--- src/rtl/morningjava_sqrt_pipe.sv ---
// rtl/morningjava_sqrt_pipe.sv - pipelined non-restoring integer square root with valid/ready and global stall
// Optional corrected remainder output enabled by SQRT_REM_EN.
module morningjava_sqrt_pipe #(
   parameter int G_WIDTH = 8,
   parameter int G_TAG   = 4
) (
   input  logic                 clk,
   input  logic                 rst_n,
   input  logic                 in_valid,
   output logic                 in_ready,
   input  logic [G_WIDTH-1:0]   in_data,
   input  logic [G_TAG-1:0]     in_tag,
   output logic                 out_valid,
   input  logic                 out_ready,
   output logic [G_WIDTH/2-1:0] out_root,
   output logic [G_TAG-1:0]     out_tag
`ifdef SQRT_REM_EN
   ,
   output logic [G_WIDTH/2:0]   out_rem
`endif
);

   localparam int N = G_WIDTH / 2;

   // Stage s (0..N-1) feeds its ALU; stage N holds the finished q/r.
   logic [G_WIDTH-1:0] r_d   [N];
   logic [N-1:0]       r_q   [N+1];
   logic [N+1:0]       r_r   [N+1];
   logic [G_TAG-1:0]   r_tag [N+1];
   logic [N:0]         r_v;

   logic               r_out_valid;
   logic [N-1:0]       r_out_root;
   logic [G_TAG-1:0]   r_out_tag;

   logic [N-1:0]       w_q_nx [N];
   logic [N+1:0]       w_r_nx [N];
   logic               w_en;
   logic               w_unused;

   assign w_en     = ~r_out_valid | out_ready;
   assign in_ready = w_en;

   for (genvar s = 0; s < N; s++) begin : g_alu
      logic [N+1:0] w_x;
      logic [N+1:0] w_y;
      logic [N+1:0] w_alu;
      assign w_x       = {r_r[s][N-1:0], r_d[s][G_WIDTH-1 -: 2]};
      assign w_y       = {r_q[s], r_r[s][N+1], 1'b1};
      assign w_alu     = r_r[s][N+1] ? (w_x + w_y) : (w_x - w_y);
      assign w_r_nx[s] = w_alu;
      assign w_q_nx[s] = {r_q[s][N-2:0], ~w_alu[N+1]};
   end

`ifdef SQRT_REM_EN
   logic [N:0]   r_out_rem;
   logic [N+1:0] w_rem_full;
   // A negative final partial remainder is one step short: add back 2q+1.
   assign w_rem_full = r_r[N][N+1] ? (r_r[N] + {1'b0, r_q[N], 1'b1}) : r_r[N];
   assign out_rem    = r_out_rem;
`endif

   always_ff @(posedge clk or negedge rst_n) begin
      if (!rst_n) begin
         for (int s = 0; s <= N; s++) begin
            r_q[s]   <= '0;
            r_r[s]   <= '0;
            r_tag[s] <= '0;
         end
         for (int s = 0; s < N; s++) begin
            r_d[s] <= '0;
         end
         r_v         <= '0;
         r_out_valid <= 1'b0;
         r_out_root  <= '0;
         r_out_tag   <= '0;
`ifdef SQRT_REM_EN
         r_out_rem   <= '0;
`endif
      end else if (w_en) begin
         r_v[0]   <= in_valid;
         r_d[0]   <= in_data;
         r_q[0]   <= '0;
         r_r[0]   <= '0;
         r_tag[0] <= in_tag;
         for (int s = 0; s < N; s++) begin
            r_v[s+1]   <= r_v[s];
            r_q[s+1]   <= w_q_nx[s];
            r_r[s+1]   <= w_r_nx[s];
            r_tag[s+1] <= r_tag[s];
         end
         for (int s = 0; s < N - 1; s++) begin
            r_d[s+1] <= {r_d[s][G_WIDTH-3:0], 2'b00};
         end
         r_out_valid <= r_v[N];
         r_out_root  <= r_q[N];
         r_out_tag   <= r_tag[N];
`ifdef SQRT_REM_EN
         r_out_rem   <= w_rem_full[N:0];
`endif
      end
   end

   always_comb begin
      w_unused = ^r_d[N-1][G_WIDTH-3:0] ^ ^r_r[N];
      for (int s = 0; s < N; s++) begin
         w_unused = w_unused ^ r_r[s][N];
      end
   end

   assign out_valid = r_out_valid;
   assign out_root  = r_out_root;
   assign out_tag   = r_out_tag;

endmodule

--- config.mk ---
export PLATFORM = sky130hd
export DESIGN_NAME = morningjava_sqrt_pipe
export DESIGN_NICKNAME = d
export VERILOG_FILES = /design/src/rtl/morningjava_sqrt_pipe.sv
export SDC_FILE = /design/constraint.sdc
export NUM_CORES = 1
export LEC_CHECK = 0
export ABC_AREA = 1
export BUFFER_PORTS_ARGS = -buffer_cell sky130_fd_sc_hd__buf_2
export CORE_AREA = 8 8 158 86
export CTS_CLUSTER_SIZE = 12
export DETAILED_ROUTE_END_ITERATION = 7
export DIE_AREA = 0 0 166 94
export HOLD_SLACK_MARGIN = 0.02
export PLACE_DENSITY = 0.5
export SLEW_MARGIN = 0
export SYNTH_ARGS = -nofsm -noshare
export SYNTH_HDL_FRONTEND = slang
export SYNTH_SLANG_ARGS = --single-unit
export TNS_END_PERCENT = 10
--- constraint.sdc ---
create_clock -name clk -period 3.3 [get_ports clk]
set_input_delay 0.165 -clock clk [delete_from_list [all_inputs] [get_ports clk]]
set_output_delay 0.165 -clock clk [all_outputs]
set_load 0.005 [all_outputs]
==> impl_results.md <==
- Status: finished, violations left
- Failing checks: negative hold slack
- Wire per inst: 11.2 um
- Share of layout cells above drive strength 1: 10.7%
- DP HPWL: 4.01 mm
- Post-synthesis async set-or-reset flop share: 100%
- Routed Antenna Nets: 0
- Placement row count: 28
- Core Region: 11400 sq um
- Die Height: 94 um
- Actual transition at the worst max-transition pin: 0.976 ns
- H-tree depth: 3
- Synthesized area per cell: 8.72 sq um
- Vias per cell: 4.14
- Hold/Removal Path Class: in -> async
- Worst Path Required: 3.13 ns
- Top cell type's share of synthesized area: 57.9%
- Worst-path fanout max: 66
- Clock-pin slew on the worst setup and hold paths: 0.06 ns
- CP Class: reg -> out
- CTS Buf Count: 9
- Yosys cell types: 20
- Total GRT Usage: 8.78%
- Final setup viols: 0
- Synth Cell Area: 3330 sq um
- Post-synth EDFFs: 0
- Max Cap Violations: 0
- Commonest cells in the netlist: nand2_1, dfrtp_1, o21ai_0
- Maximum vdd ir drop: 0.497 mV
- Final #Nets: 433
- GPL Wtd Cong: 0.744
- RR Endpoint: g_alu[3].w_y[2]$_DFFE_PN0P_
- Synth warnings: 0
- Number of buffers on the longest clock path: 2
- Die area: 15600 sq um
- Clock sink count: 77
- Min Clock Period, post-route: 1.68 ns
- Antenna violations before repair: 0
- Die W: 166 um
- Number of top-level pins: 26
- Area delta synth->final: 16.3%
- Clock latency on the worst-skew pair: 0.33 ns
- Vias in the first global route: 2367
- Residual DRC count: 0
- Clock Skew: 0.00842 ns
- Post-synth top area cell: dfrtp_1
- Post-cts gate resize count: 0
- Cells after DPL: 542
- Port Buffers: 25
- Gr ovfl total: 0
- DP Worst Slack: 1.76 ns
- RSZ-0062 raised after global routing: no
- Syn nets: 409
- Synthesis-stage register bit count: 77
- Initial core utilization: 29.2%
- Critical Path Source Type: register
- # diodes: 0
- 1st-pass router iterations: 4
- Final Max Slew Viols: 0
- Post-Route WL: 6.29 mm
- Slew margin rel.: 34.9%
- Max Clk Rate: 0.595 GHz
- Critical Path Sink Type: primary output
- Mapped Cells: 382
- CTS tree: done
- Final clock period utilization by the worst path: 50.9%
- Iter 0 DRT Violations: 131
- Hold slack: -0.0228 ns
- CP arrival: 1.52 ns
- FF-to-FF path depth: 9
- Power density cells: 1040 nW/um^2
- Slack of the critical path: 1.62 ns
- Final Non-Filler Cells: 561
- Synth top area cells: dfrtp_1, nand2_1, ha_1
- Setup TNS: 0 ns
- Fin. Hold Viols: 18
- Register area share after synthesis: 57.9%
- CTS Root Cell: clkbuf_16
- First-pass GRT wire length: 11.1 mm
- Total vias in the final route: 2323
- Main flop type after synthesis: dfrtp_1
- Leak: 2.05 nW
- Count leader, synth: nand2_1
- Largest net degree at the start of global routing: 78
- R2R Setup Slk: 1.75 ns
- RR Startpoint: g_alu[2].w_y[1]$_DFFE_PN0P_
[critical path, stage by stage (launching register included)]
cell	delay (ns)
dfrtp_1	0.37
inv_1	0.09
nor2_4	0.04
inv_2	0.17
buf_12	0.28
buf_2	0.18
[logic make-up (layout without fill, tap and decap cells)]
logic type | Yosys count | after routing | share of synthesized area (%)
and+or+nand+nor | 216 | 216 | 25.2
AOI/OAI and AO/OA | 29 | 29 | 4.47
adders and majority gates | 11 | 11 | 4.13
buffers and inverters | 41 | 70 | 6.24
DFF | 77 | 77 | 57.9
xor gates and xnor gates | 8 | 8 | 2.10
[layout by cell type (no fill, tap or decap)]
cell / Yosys / routed
nor2_4: 1 / 1
nand3_1: 7 / 7
nand3b_1: 1 / 1
xnor2_1: 6 / 6
clkbuf_16: 0 / 9
inv_2: 1 / 1
dlygate4sd3_1: 0 / 3
xor2_1: 2 / 2
clkbuf_8: 0 / 3
o21a_1: 1 / 1
nor2_1: 4 / 4
buf_2: 7 / 24
o22ai_1: 1 / 1
nand4_1: 3 / 3
a21oi_1: 2 / 2
clkinv_4: 0 / 1
nand2_1: 200 / 200
buf_4: 6 / 2
clkbuf_1: 1 / 1
ha_1: 11 / 11
dfrtp_1: 77 / 77
inv_1: 23 / 23
o21ai_0: 25 / 25
clkinv_2: 0 / 2
buf_12: 0 / 1
[routing by layer]
layer	vias up	share of wire, %	global-route usage [%]
met5	-	0	0
met4	0	0.70	2.70
met3	5	4.4	3.69
met2	35	38	12.2
met1	1054	57	12.1
li1	1229	-	-
[power breakdown]
part	internal (mW)	total, mW	leakage [nW]	switching, mW
clock network	0.569	0.935	0.146	0.365
logic	0.594	1.45	0.972	0.858
registers	1.38	1.65	0.931	0.274
[worst max path at each step]
| stage | from | endpoint | slack (ns) |
|---|---|---|---|
| finish | out_valid$_DFFE_PN0P_ | in_ready | 1.62 |
| global route | out_valid$_DFFE_PN0P_ | in_ready | 1.54 |
| CTS | out_valid$_DFFE_PN0P_ | in_ready | 1.61 |
| detailed placement | g_alu[2].w_y[1]$_DFFE_PN0P_ | g_alu[3].w_y[2]$_DFFE_PN0P_ | 1.76 |
| global placement | g_alu[2].w_y[1]$_DFFE_PN0P_ | g_alu[3].w_y[1]$_DFFE_PN0P_ | 1.81 |
| floorplan | g_alu[2].w_y[1]$_DFFE_PN0P_ | g_alu[3].w_y[1]$_DFFE_PN0P_ | 1.87 |
[cell type report]
class,count,area (sq um)
Clock inverter,3,18.8
Fill cell,1171,7510
Clock buffer,13,270
Tap cell,150,188
Multi-Input combinational cell,264,1190
Inverter,24,90.1
Timing Repair Buffer,30,185
Sequential cell,77,1930
[repair_timing]
item / 4_1_cts / 5_1_grt
hold buffers: 3 / 0
hold endpoints to repair: 3 / 0
setup buffers: 0 / 0
[per-stage QoR]
stage / power (mW) / area (sq um) / hold slack, ns / util, %
finish: 4.04 / 3870 / -0.0228 / 34.0
global route: 4.47 / 3870 / 0.0332 / 34.0
CTS: 4.11 / 3870 / 0.0236 / 34.0
detailed placement: 3.14 / 3550 / 0.365 / 31.2
global placement: 3.09 / 3550 / 0.359 / 31.2
floorplan: 2.77 / 3330 / -0.131 / -
[registers in the layout, indices dropped and copies added, names as in the netlist]
register	flops
g_alu.w_x	18
g_alu.w_y	8
out_root	4
out_tag	4
out_valid	1
r_d	12
r_q	4
r_r	1
r_tag	20
r_v	5
Note: power is estimated with default switching activity, not from simulation.
